**src/rtl/vga_timing_pkg.sv**
```systemverilog
// Shared 640x480@60 Hz VGA timing constants for the pixel interface.
package vga_timing_pkg;

  // Pixel clock divider: 100 MHz CLK -> 25 MHz pixel rate.
  localparam int unsigned CLK_DIV = 4;

  // Horizontal timing, in pixels.
  localparam int unsigned H_TOTAL = 800;
  localparam int unsigned H_PULSE = 96;
  localparam int unsigned H_BP    = 48;
  localparam int unsigned H_DISP  = 640;

  // Vertical timing, in lines.
  localparam int unsigned V_TOTAL = 521;
  localparam int unsigned V_PULSE = 2;
  localparam int unsigned V_BP    = 29;
  localparam int unsigned V_DISP  = 480;

  // First visible count on each axis.
  localparam int unsigned H_VIS_START = H_PULSE + H_BP;
  localparam int unsigned V_VIS_START = V_PULSE + V_BP;

  localparam int unsigned COLOUR_W = 12;
  localparam int unsigned CNT_W    = 10;

endpackage

```
**src/rtl/vga_timing_counter.sv**
```systemverilog
// Wrapping 0..MAX counter with enable; WRAP flags the terminal count.
module vga_timing_counter
  import vga_timing_pkg::*;
#(
  parameter int unsigned MAX   = H_TOTAL - 1,
  parameter int unsigned WIDTH = CNT_W
) (
  input  logic             CLK,
  input  logic             RESET,
  input  logic             EN,
  output logic [WIDTH-1:0] COUNT,
  output logic             WRAP
);

  logic [WIDTH-1:0] count_q, count_d;

  assign WRAP  = (count_q == WIDTH'(MAX));
  assign COUNT = count_q;

  // Next count: advance on enable, returning to 0 after MAX.
  always_comb begin
    count_d = count_q;
    if (EN) begin
      count_d = WRAP ? '0 : count_q + WIDTH'(1);
    end
  end

  // Count register.
  always_ff @(posedge CLK or negedge RESET) begin
    if (!RESET) begin
      count_q <= '0;
    end else begin
      count_q <= count_d;
    end
  end

endmodule

```
**src/rtl/vga_sync_interface.sv**
```systemverilog
// VGA timing generator: publishes the pixel address, samples the returned colour
// one pixel later and drives blanked colour with sync aligned to it.
module vga_sync_interface
  import vga_timing_pkg::*;
#(
  parameter int unsigned HTotal = H_TOTAL,
  parameter int unsigned HPulse = H_PULSE,
  parameter int unsigned HBp    = H_BP,
  parameter int unsigned HDisp  = H_DISP,
  parameter int unsigned VTotal = V_TOTAL,
  parameter int unsigned VPulse = V_PULSE,
  parameter int unsigned VBp    = V_BP,
  parameter int unsigned VDisp  = V_DISP
) (
  input  logic                CLK,
  input  logic                RESET,
  input  logic [COLOUR_W-1:0] COLOUR_IN,
  output logic [9:0]          ADDRH,
  output logic [8:0]          ADDRV,
  output logic                DISP_EN,
  output logic                FRAME_START,
  output logic                HS,
  output logic                VS,
  output logic [COLOUR_W-1:0] COLOUR_OUT
);

  localparam logic [CNT_W-1:0] HPulseC   = CNT_W'(HPulse);
  localparam logic [CNT_W-1:0] VPulseC   = CNT_W'(VPulse);
  localparam logic [CNT_W-1:0] HVisStart = CNT_W'(HPulse + HBp);
  localparam logic [CNT_W-1:0] HVisEnd   = CNT_W'(HPulse + HBp + HDisp);
  localparam logic [CNT_W-1:0] VVisStart = CNT_W'(VPulse + VBp);
  localparam logic [CNT_W-1:0] VVisEnd   = CNT_W'(VPulse + VBp + VDisp);

  logic [1:0]       div_q;
  logic             pix_tick;
  logic             run_q;
  logic             tick;
  logic [CNT_W-1:0] h_count, v_count;
  logic             h_wrap, v_wrap;

  logic             hvis, vvis;
  logic [9:0]       addr_h_d;
  logic [8:0]       addr_v_d;

  logic [9:0]          addr_h_q;
  logic [8:0]          addr_v_q;
  logic                disp_en_q, frame_start_q, hs_s1_q, vs_s1_q;
  logic                hs_q, vs_q;
  logic [COLOUR_W-1:0] colour_q;

  assign pix_tick = (div_q == 2'(CLK_DIV - 1));
  // The first divider wrap after reset only arms the timing, so counting starts at 0.
  assign tick     = pix_tick & run_q;

  // Pixel divider and run flag.
  always_ff @(posedge CLK or negedge RESET) begin
    if (!RESET) begin
      div_q <= '0;
      run_q <= 1'b0;
    end else begin
      div_q <= pix_tick ? 2'd0 : div_q + 2'd1;
      run_q <= run_q | pix_tick;
    end
  end

  vga_timing_counter #(
    .MAX   (HTotal - 1),
    .WIDTH (CNT_W)
  ) u_h_counter (
    .CLK   (CLK),
    .RESET (RESET),
    .EN    (tick),
    .COUNT (h_count),
    .WRAP  (h_wrap)
  );

  vga_timing_counter #(
    .MAX   (VTotal - 1),
    .WIDTH (CNT_W)
  ) u_v_counter (
    .CLK   (CLK),
    .RESET (RESET),
    .EN    (tick & h_wrap),
    .COUNT (v_count),
    .WRAP  (v_wrap)
  );

  // Visible-window decode and address offsets from the current counts.
  always_comb begin
    hvis     = (h_count >= HVisStart) && (h_count < HVisEnd);
    vvis     = (v_count >= VVisStart) && (v_count < VVisEnd);
    addr_h_d = hvis ? 10'(h_count - HVisStart) : 10'd0;
    addr_v_d = vvis ? 9'(v_count - VVisStart) : 9'd0;
  end

  // Stage 1: address, display enable and sync, plus the one-CLK frame pulse.
  always_ff @(posedge CLK or negedge RESET) begin
    if (!RESET) begin
      addr_h_q      <= '0;
      addr_v_q      <= '0;
      disp_en_q     <= 1'b0;
      hs_s1_q       <= 1'b1;
      vs_s1_q       <= 1'b1;
      frame_start_q <= 1'b0;
    end else begin
      frame_start_q <= tick & (h_count == '0) & (v_count == '0);
      if (tick) begin
        addr_h_q  <= addr_h_d;
        addr_v_q  <= addr_v_d;
        disp_en_q <= hvis & vvis;
        hs_s1_q   <= (h_count >= HPulseC);
        vs_s1_q   <= (v_count >= VPulseC);
      end
    end
  end

  // Stage 2: sample the consumer's colour and delay sync to stay aligned with it.
  always_ff @(posedge CLK or negedge RESET) begin
    if (!RESET) begin
      colour_q <= '0;
      hs_q     <= 1'b1;
      vs_q     <= 1'b1;
    end else if (tick) begin
      colour_q <= disp_en_q ? COLOUR_IN : '0;
      hs_q     <= hs_s1_q;
      vs_q     <= vs_s1_q;
    end
  end

  assign ADDRH       = addr_h_q;
  assign ADDRV       = addr_v_q;
  assign DISP_EN     = disp_en_q;
  assign FRAME_START = frame_start_q;
  assign HS          = hs_q;
  assign VS          = vs_q;
  assign COLOUR_OUT  = colour_q;

endmodule

```
**config.mk**
```make
export PLATFORM = sky130hd
export DESIGN_NAME = vga_sync_interface
export DESIGN_NICKNAME = d
export VERILOG_FILES = /design/src/rtl/vga_timing_pkg.sv /design/src/rtl/vga_timing_counter.sv /design/src/rtl/vga_sync_interface.sv
export SDC_FILE = /design/constraint.sdc
export NUM_CORES = 1
export LEC_CHECK = 0
export ABC_AREA = 1
export CAP_MARGIN = 0
export CORE_UTILIZATION = 45
export DETAILED_ROUTE_END_ITERATION = 8
export GPL_TIMING_DRIVEN = 1
export PLACE_DENSITY = 0.68
export SLEW_MARGIN = 20
export SYNTH_ARGS = -nofsm -noshare
export SYNTH_HDL_FRONTEND = slang
export SYNTH_HIERARCHICAL = 1
export SYNTH_SLANG_ARGS = --single-unit
```
**constraint.sdc**
```tcl
create_clock -name CLK -period 2.5 [get_ports CLK]
set_input_delay 0.625 -clock CLK [delete_from_list [all_inputs] [get_ports CLK]]
set_output_delay 0.625 -clock CLK [all_outputs]
set_load 0.05 [all_outputs]
```
# Word level (Yosys, flattened, before mapping)
# Index checks and enable logic that the tools add are counted.
# totals
regBits,60
output_inout_bits,35
in_bits,14
wordCells,43
# op_classes
eq_ne,3
n_reduce_logical,4
bitwise,6
n_mux,6
magnitude_cmp,6
addsub,5
# op_table
operator,n
10-bit two-way mux,3
10-bit by 1-bit adder with 10-bit output (second input constant),2
10-bit equality test (second input constant),2
10-bit logical NOT,2
12-bit two-way mux,1
10-bit by 2-bit >= comparator with 1-bit output (second input constant),1
10-bit by 5-bit >= comparator with 1-bit output (second input constant),1
10-bit by 7-bit >= comparator with 1-bit output (second input constant),1
10-bit by 8-bit >= comparator with 1-bit output (second input constant),1
10-bit less-than comparator (second input constant),1
10-bit by 9-bit less-than comparator with 1-bit output (second input constant),1
10-bit by 8-bit subtractor with 10-bit output (second input constant),1
9-bit two-way mux,1
9-bit by 5-bit subtractor with 9-bit output (second input constant),1
1-bit AND,5
2-bit by 1-bit adder with 2-bit output (second input constant),1
2-bit equality test (second input constant),1
1-bit logical AND,2
2-bit two-way mux,1
1-bit bitwise OR,1

# Logic depth before layout (Yosys ltp)
# Gate-level depths: netlist of run 1.
# depth
depth_word,4
mapped_depth,13
depth_no_buf,13

# Cells and area by module
# Netlist of run 1, hierarchy kept.
# by_module_without_submodules
mod,instances,seq_area_each_um2,cells_per_inst,area_per_inst_um2
vga_sync_interface,1,1006.0,249,2028.2
vga_timing_counter (u_v_counter),1,250.2,83,590.6
vga_timing_counter (u_h_counter),1,250.2,69,573.0

# Worst setup path before layout of run 1
# Ideal clock, no wire load.
# synth_timing
kind,register to register
from,register u_h_counter.count_q[0] (netlist: u_h_counter/COUNT[0])
to,register u_v_counter.count_q[7] (netlist: u_v_counter/COUNT[7])
path_stages_with_launch,13
slack_ns,0.585
setup_time_ns,0.118
synth_period_minus_slack_ns,1.915
path_buffers,0
required_time_ns,2.382
t_arrival_ns,1.797
cell_sequence,dfrtp_1 -> ha_1 -> inv_1 -> nor2_1 -> nand3_1 -> inv_1 -> inv_1 -> nor2_1 -> nand2_1 -> nor2_4 -> nand3_1 -> xor2_1 -> inv_1
# synth_via
elab_chain_len,2
# synth_rtl
element,line,text
start: declaration,vga_timing_counter.sv:15,"logic [WIDTH-1:0] count_q, count_d;"
start signal: assignment,vga_timing_counter.sv:33,count_q <= count_d;
10-bit equality test,vga_timing_counter.sv:17,assign WRAP = (count_q == WIDTH'(MAX));
via h_wrap,vga_sync_interface.sv:39,"logic h_wrap, v_wrap;"
1-bit AND,vga_sync_interface.sv:83,".EN (tick & h_wrap),"
end signal: assignment,vga_timing_counter.sv:33,
end: declaration,vga_timing_counter.sv:15,
# The timed path passes the listed nets, and every way through them passes these cells.
# A chain may end at the register's enable or synchronous reset.

# Worst setup path in the final report of run 1
# layout_timing
from,register vs_q (netlist: VS)
to,output port VS
# layout_lines
element,line,text
start: declaration,vga_sync_interface.sv:48,"logic hs_q, vs_q;"
start signal: assignment,vga_sync_interface.sv:126,vs_q <= vs_s1_q;
end: declaration,vga_sync_interface.sv:23,"output logic VS,"
# No word-level cell between the ends.

==> results of run 1 <==
flip-flops by register name (all words and copies together), names as in the netlist:
name	count
u_h_counter/COUNT	10
FRAME_START	1
ADDRH	10
div_q	2
DISP_EN	1
VS	1
COLOUR_OUT	12
vs_s1_q	1
HS	1
hs_s1_q	1
u_v_counter/COUNT	10
ADDRV	9
run_q	1
through the flow:
step	area, um^2	instances	total power, W	util, %
2_1_floorplan	3170	395	0.000989	-
3_3_place_gp	3750	534	0.00103	55.2
3_5_place_dp	3750	534	0.00103	55.2
4_1_cts	3940	550	0.00187	57.9
5_1_grt	3940	550	0.00192	57.9
6_report	3940	550	0.00184	57.9
area by class of cell:
| cell class | count | area [um^2] |
|---|---|---|
| clock buffers | 11 | 131 |
| clock inverters | 5 | 52.6 |
| well taps | 96 | 120 |
| fillers | 653 | 2860 |
| repair buffers | 52 | 518 |
| multi-input cells | 276 | 1420 |
| flip-flops and latches | 60 | 1510 |
| inverters | 50 | 188 |
worst paths after layout:
kind / to / slack, ps / cells after the start
max in group asynchronous: HS / 1580 / 2
worst min register to register: div_q[0] / 440 / 1
worst max-delay path: VS / 210 / 1
worst min-delay path: ADDRV[8] / 270 / 1
worst max register to register: u_v_counter/COUNT[7] / 300 / 12
min in group CLK: div_q[0] / 440 / 1
layer usage:
layer / vias to the layer above / GRT usage, % / part of all wire (%)
met3: 13 / 3.95 / 4.5
met2: 61 / 29.4 / 43
met5: - / 0 / 0
met1: 1208 / 27.5 / 50
li1: 1330 / - / -
met4: 0 / 10.9 / 2.1
power groups by stage:
stage	combinational, W	sequential, W	clock [W]
floorplan	0.0000000184	0.000989	0
global placement	0.0000429	0.000989	0
detailed placement	0.0000429	0.000989	0
CTS	0.0000433	0.000971	0.000858
global route	0.0000468	0.000970	0.000899
finish	0.0000412	0.000971	0.000831
cells in the final DEF, fill, tap and decap left out, types with 4 or more instances in the layout:
cell and instances:
a21oi_1 4, clkbuf_8 9, clkdlybuf4s50_1 47, dfrtp_1 56
dfstp_2 4, ha_1 11, inv_1 48, nand2_1 134
nand3_1 24, nand4_1 4, nor2_1 34, nor2_2 5
o21ai_0 14, o21ai_2 11, xor2_1 14
==> results by group, run 1 <==
Pwr
  • Switch Pwr: 0.000397 W
  • Internal cell power: between 0.001 and 0.0015 W
  • LEAKAGE: about 1.9 nW
  • Sequential Power Share: 52.7%
  • Clock power frac: 45.1%
  • VDD IR max: 0.215 mV
  • Combinational power share: 2.2%
  • Sw frac: 21.5%
  • Pwr Density: 469 nW/um^2

CTS
  • Post-cts resize count: 0
  • CTS Sinks: 60
  • CTS Hold Buffers Added: 0
  • TritonCTS Buffers: 9
  • Clk buf depth: 2
  • Post-CTS Setup Bufs: 0
  • Clock latency on the worst-skew pair: 340 ps
  • CTS H-Tree Depth: 3
  • CTS root buf: clkbuf_8
  • Clock transition at the registers of the reported paths: 70 ps
  • CTS tree: done

Worst setup path
  • Crit path from: VS
  • Worst path arrival time: about 1700 ps
  • Critical-path top delay cell: clkdlybuf4s50_1
  • CP Launch Type: register
  • Critical R2R Launch: u_h_counter/COUNT[0]
  • Worst path max stage delay: 800 ps
  • CP bufs+invs: 1
  • Critical path class: reg -> out
  • CP Capture Type: primary output
  • CP max FO: 2
  • Critical path's top delay family: buffers and inverters
  • Required @ worst endpoint: about 1900 ps
  • CP cell instances: clkdlybuf4s50_1

Die
  • Die area: 7380 um^2
  • Die Height: 85.9 um
  • FP Rows: 30
  • # IOs: 49
  • Core Region: 6790 um^2
  • Starting Density: around 47%
  • Die span in x: 85.9 um

GRT
  • Global-route wire length before repair: 11.5 mm
  • GRT Util Overall: ~20%
  • Vias in the first global route: 2544
  • Overflow after GRT: 0
  • Antenna violations before repair: 0
  • Pin count of the biggest net entering global routing: 48

Placed design
  • Hpwl dp: 4.56 mm
  • GP Congestion: 0.851
  • # port buffers: 48
  • Placement Setup Slack: 328 ps

Finish
  • Share of cells above drive strength 1: 11.5%
  • Layout Nets: 474
  • Layout Area Growth over Synthesis: 24.2%
  • Number of diodes: 0

STA
  • Final setup viols: 0
  • Setup TNS: 0 ps
  • Final hold vios: 0
  • Worst slew pin tran: 601 ps
  • Fmax: 436 MHz
  • Fin crit share: 91.8%
  • RSZ-0062 raised after global routing: no
  • Hold_ws: 266 ps
  • Post-route setup slack: approximately 200 ps
  • Slew headroom: 59.8%
  • Period minus WS final: around 2300 ps
  • Clock Skew: 6.54 ps
  • Slew Viols, Final: 0

Route
  • First-pass DRT Iterations: 4
  • Via density per instance: 4.75
  • DR vias: about 2600
  • Total wire length: 6.45 mm
  • Post-DRT Antenna Nets: 0
  • Initial DRC count: 153
  • DR WL/cell: 11.7 um
  • DRC: 0

Yosys
  • Mapped Cells: 395
  • Synth warn: 6
  • Mapped Avg Cell Area: 8.02 um^2
  • Post-synthesis instance area: about 3200 um^2
  • Syn Nets: 420

Min path
  • Hold WC Path Type: in -> async

Flow run
  • Max_cap viols: 0

Outcome
  • Outcome: finished clean
Note: power is estimated with default switching activity, not from simulation.
==> inputs of run 2 (changes only) <==
--- a/config.mk
+++ b/config.mk
@@ -7,6 +7,7 @@
 export LEC_CHECK = 0
 export ABC_AREA = 1
 export CAP_MARGIN = 0
+export CORE_ASPECT_RATIO = 0.7
 export CORE_UTILIZATION = 45
 export DETAILED_ROUTE_END_ITERATION = 8
 export GPL_TIMING_DRIVEN = 1
==> results by group, run 2 (same netlist as run 1, synthesis figures left out) <==
CTS
  • CTS Hold Buffers Added: 0
  • TritonCTS Buffers: 9
  • Post-CTS Setup Bufs: 0
  • Clk buf depth: 2
  • CTS tree: done
  • Clock transition at the registers of the reported paths: 70 ps
  • CTS Sinks: 60
  • Clock latency on the worst-skew pair: 350 ps
  • CTS root buf: clkbuf_8
  • CTS H-Tree Depth: 3

Die
  • Die Height: 72.2 um
  • Starting Density: between 40% and 50%
  • Die area: 7380 um^2
  • Die span in x: 102 um
  • # IOs: 49
  • FP Rows: 25
  • Core Region: 6790 um^2

Route
  • DRC: 0
  • DR WL/cell: 12.0 um
  • Post-DRT Antenna Nets: 0
  • Total wire length: 6.57 mm
  • Via density per instance: 4.72
  • DR vias: 2591
  • Initial DRC count: 111
  • First-pass DRT Iterations: 4

Worst setup path
  • CP Launch Type: register
  • CP bufs+invs: 1
  • Critical path class: reg -> out
  • Critical-path top delay cell: clkdlybuf4s50_1
  • CP cell instances: clkdlybuf4s50_1
  • Worst path arrival time: between 1500 and 2000 ps
  • CP Capture Type: primary output
  • Worst path max stage delay: about 810 ps
  • CP max FO: 2
  • Required @ worst endpoint: between 1500 and 2000 ps
  • Critical path's top delay family: buffers and inverters

Pwr
  • Pwr Density: a little over 500 nW/um^2
  • LEAKAGE: ~1.9 nW
  • VDD IR max: 0.268 mV

Finish
  • Layout Nets: 475
  • Leading cell type in the layout, fill and taps excluded: nand2_1
  • Largest register FFs: 12
  • Number of diodes: 0
  • Layout Area Growth over Synthesis: 25.8%
  • Final Instance Area: 3990 um^2
  • Most frequent cells in the layout: nand2_1, dfrtp_1, inv_1
  • Share of cells above drive strength 1: between 10% and 20%

STA
  • Slew headroom: 61.2%
  • Setup TNS: 0 ps
  • Period minus WS final: 2320 ps
  • Final hold vios: 0
  • Fin crit share: between 90 and 100%
  • Worst slew pin tran: between 500 and 600 ps
  • Final setup viols: 0
  • Clock Skew: 11.0 ps
  • Slew Viols, Final: 0
  • Fmax: 432 MHz
  • RSZ-0062 raised after global routing: no

Placed design
  • Placed cell areas: 3760 um^2
  • Hpwl dp: about 4.8 mm
  • GP Congestion: 0.847
  • # port buffers: 48

Flow run
  • Max_cap viols: 0

GRT
  • Pin count of the biggest net entering global routing: 49
  • GRT Util Overall: around a fifth
  • Vias in the first global route: 2370
  • Global-route wire length before repair: about 11 mm
  • Overflow after GRT: 0
  • Antenna violations before repair: 0

Min path
  • Hold WC Path Type: in -> async

Outcome
  • Outcome: finished clean
-- run 2: cell count changes in the layout (fill, tap and decap cells not counted), sizes merged --
cell / delta
buf: +1
bufinv: +1
clkbuf: +1
clkinv: -2
-- run 2: layout make-up --
class	count	area (um^2)
Clock buffer	12	155
Clock inverter	4	72.6
Fill cell	619	2800
Inverter	50	188
Multi-Input combinational cell	276	1420
Sequential cell	60	1510
Tap cell	94	118
Timing Repair Buffer	53	526
-- run 2: layer usage --
layer | up-vias | share of wire, % | track usage [%] | routed length, um
li1 | 1340 | - | - | -
met1 | 1178 | 53 | 28.7 | 3460
met2 | 65 | 40 | 27.2 | 2610
met3 | 8 | 6.7 | 5.30 | 439
met4 | 0 | 0.90 | 9.37 | 59
met5 | - | 0 | 0 | 0
-- run 2: final timing paths --
kind	to	cells past startpoint	startpoint	slack [ps]
setup / recovery	HS	1	HS	180
hold / removal	COLOUR_OUT[10]	1	RESET	210
setup reg to reg	u_v_counter/COUNT[6]	12	u_h_counter/COUNT[0]	390
hold reg to reg	div_q[0]	1	div_q[0]	440
max in group asynchronous	FRAME_START	2	RESET	1750
min in group CLK	div_q[0]	1	div_q[0]	440
-- run 2: timing repair --
action / CTS / global route
setup endpoints to repair: 0 / 2
gates resized for setup: 0 / 1
hold endpoints to repair: 0 / 0
-- run 2: report_power, final --
part | switching [W] | internal (W) | total, W
Combinational | 0.0000212 | 0.0000209 | 0.0000421
Sequential | 0 | 0.000971 | 0.000971
Clock | 0.000382 | 0.000614 | 0.000996
-- run 2: through the flow --
| step | setup slack (ps) | hold slack [ps] | instances | total power [W] | utilization, % |
|---|---|---|---|---|---|
| 2_1_floorplan | 585 | 329 | 395 | 0.000989 | - |
| 3_3_place_gp | 442 | 416 | 533 | 0.00103 | 55.3 |
| 3_5_place_dp | 332 | 434 | 533 | 0.00103 | 55.3 |
| 4_1_cts | 162 | 210 | 549 | 0.00204 | 58.7 |
| 5_1_grt | 124 | 234 | 549 | 0.00208 | 58.7 |
| 6_report | 183 | 206 | 549 | 0.00201 | 58.7 |
==> inputs of run 3 (changes only) <==
--- a/config.mk
+++ b/config.mk
@@ -7,12 +7,14 @@
 export LEC_CHECK = 0
 export ABC_AREA = 1
 export CAP_MARGIN = 0
+export CELL_PAD_IN_SITES_DETAIL_PLACEMENT = 0
+export CELL_PAD_IN_SITES_GLOBAL_PLACEMENT = 1
 export CORE_ASPECT_RATIO = 0.7
-export CORE_UTILIZATION = 45
+export CORE_UTILIZATION = 40
 export DETAILED_ROUTE_END_ITERATION = 8
 export GPL_TIMING_DRIVEN = 1
-export PLACE_DENSITY = 0.68
-export SLEW_MARGIN = 20
+export PLACE_DENSITY = 0.79
+export SLEW_MARGIN = 25
 export SYNTH_ARGS = -nofsm -noshare
 export SYNTH_HDL_FRONTEND = slang
 export SYNTH_HIERARCHICAL = 1
==> results by group, run 3 (same netlist as run 1, synthesis figures left out) <==
Outcome
  • Outcome: finished clean

GRT
  • Pin count of the biggest net entering global routing: 42
  • GRT Util Overall: 18.3%
  • Global-route wire length before repair: 11.7 mm
  • Vias in the first global route: 2387
  • Antenna violations before repair: 0
  • Overflow after GRT: 0

CTS
  • Clock latency on the worst-skew pair: between 300 and 400 ps
  • Post-CTS Setup Bufs: 0
  • Clock transition at the registers of the reported paths: 50 ps
  • CTS H-Tree Depth: 3
  • CTS Sinks: 60
  • CTS tree: done
  • Clk buf depth: 2
  • CTS root buf: clkbuf_16
  • CTS Hold Buffers Added: 0
  • Post-cts resize count: 0
  • TritonCTS Buffers: 9

STA
  • Slew Viols, Final: 0
  • Slew headroom: 57.5%
  • Final hold vios: 0
  • Period minus WS final: 2290 ps
  • RSZ-0062 raised after global routing: no
  • Worst slew pin tran: 637 ps
  • Fmax: 438 MHz
  • Setup TNS: 0 ps
  • Fin crit share: between 90 and 100%
  • Clock Skew: 6.14 ps
  • Final setup viols: 0

Worst setup path
  • Critical path class: reg -> out
  • CP cell instances: clkdlybuf4s50_1
  • CP Launch Type: register
  • CP max FO: 2
  • Critical R2R Launch: u_h_counter/COUNT[0]
  • FF-to-FF End: u_v_counter/COUNT[7]
  • CP bufs+invs: 1
  • Critical path's top delay family: buffers and inverters
  • Required @ worst endpoint: about 1900 ps
  • Worst path max stage delay: roughly 800 ps
  • Critical-path top delay cell: clkdlybuf4s50_1
  • Reg2reg path depth: 12
  • Worst path arrival time: 1660 ps
  • CP Capture Type: primary output
  • R2R setup slack: ~360 ps

Die
  • Die Height: 76.5 um
  • Starting Density: 42.3%
  • Die span in x: about 110 um
  • FP Rows: 26
  • Die area: 8290 um^2
  • Core Region: 7480 um^2
  • # IOs: 49

Route
  • DR vias: between 2000 and 3000
  • DR WL/cell: 12.4 um
  • Total wire length: ~6.8 mm
  • Initial DRC count: 155
  • DRC: 0
  • Post-DRT Antenna Nets: 0
  • First-pass DRT Iterations: 4
  • Via density per instance: 4.60

Finish
  • Layout Nets: 477
  • Most frequent cells in the layout: nand2_1, dfrtp_1, inv_1
  • Filler cells: 714
  • Largest register FFs: 12
  • Number of diodes: 0
  • Leading cell type in the layout, fill and taps excluded: nand2_1
  • Layout Area Growth over Synthesis: 28.4%
  • Final Util: 54.4%
  • Sequential Area: 1510 um^2
  • Share of cells above drive strength 1: 12.3%
  • Multi-input logic area: around 1400 um^2

Placed design
  • GP Congestion: 0.795
  • # port buffers: 48
  • Hpwl dp: approximately 5.1 mm

Flow run
  • Max_cap viols: 0

Pwr
  • VDD IR max: 0.280 mV
  • Pwr Total: 0.00221 W
  • LEAKAGE: 1.98 nW
  • Pwr Density: approximately 540 nW/um^2

Min path
  • Hold WC Path Type: in -> async
## run 3: cell type report
cell class | count | area share, %
flip-flops and latches | 60 | 37.0
inverters | 50 | 4.61
clock inverters | 5 | 1.29
repair buffers | 55 | 13.3
multi-input cells | 276 | 34.9
well taps | 98 | 3.01
clock buffers | 10 | 5.88
## run 3: power by group
group,switching (W),internal [W]
registers,0,0.000973
clock network,0.000405,0.000785
logic,0.0000221,0.0000199
total,0.000427,0.00178
## run 3: worst max path at each step
stage,from,end,slack (ps),cells past startpoint
4_1_cts,HS,HS,200,1
6_report,HS,HS,210,1
5_1_grt,u_h_counter/COUNT[0],u_v_counter/COUNT[7],130,12
3_5_place_dp,u_h_counter/COUNT[0],u_v_counter/COUNT[7],370,12
2_1_floorplan,u_h_counter/COUNT[0],u_v_counter/COUNT[7],590,12
3_3_place_gp,u_h_counter/COUNT[0],u_v_counter/COUNT[7],420,12
## run 3: routing by layer
layer / share of wire, % / global-route usage (%) / up-vias
met4: 0.44 / 6.08 / 0
met1: 52 / 27.7 / 1155
li1: - / - / 1334
met2: 40 / 24.3 / 54
met3: 6.6 / 5.65 / 4
met5: 0 / 0 / -
## run 3: stage by stage
stage          cells  setup WS (ps)  instance area (um^2)  hold slack (ps)
2_1_floorplan    395            585                  3170              329
3_3_place_gp     539            416                  3780              415
3_5_place_dp     539            371                  3780              449
4_1_cts          554            203                  4070              329
5_1_grt          554            125                  4070              350
6_report         554            214                  4070              326
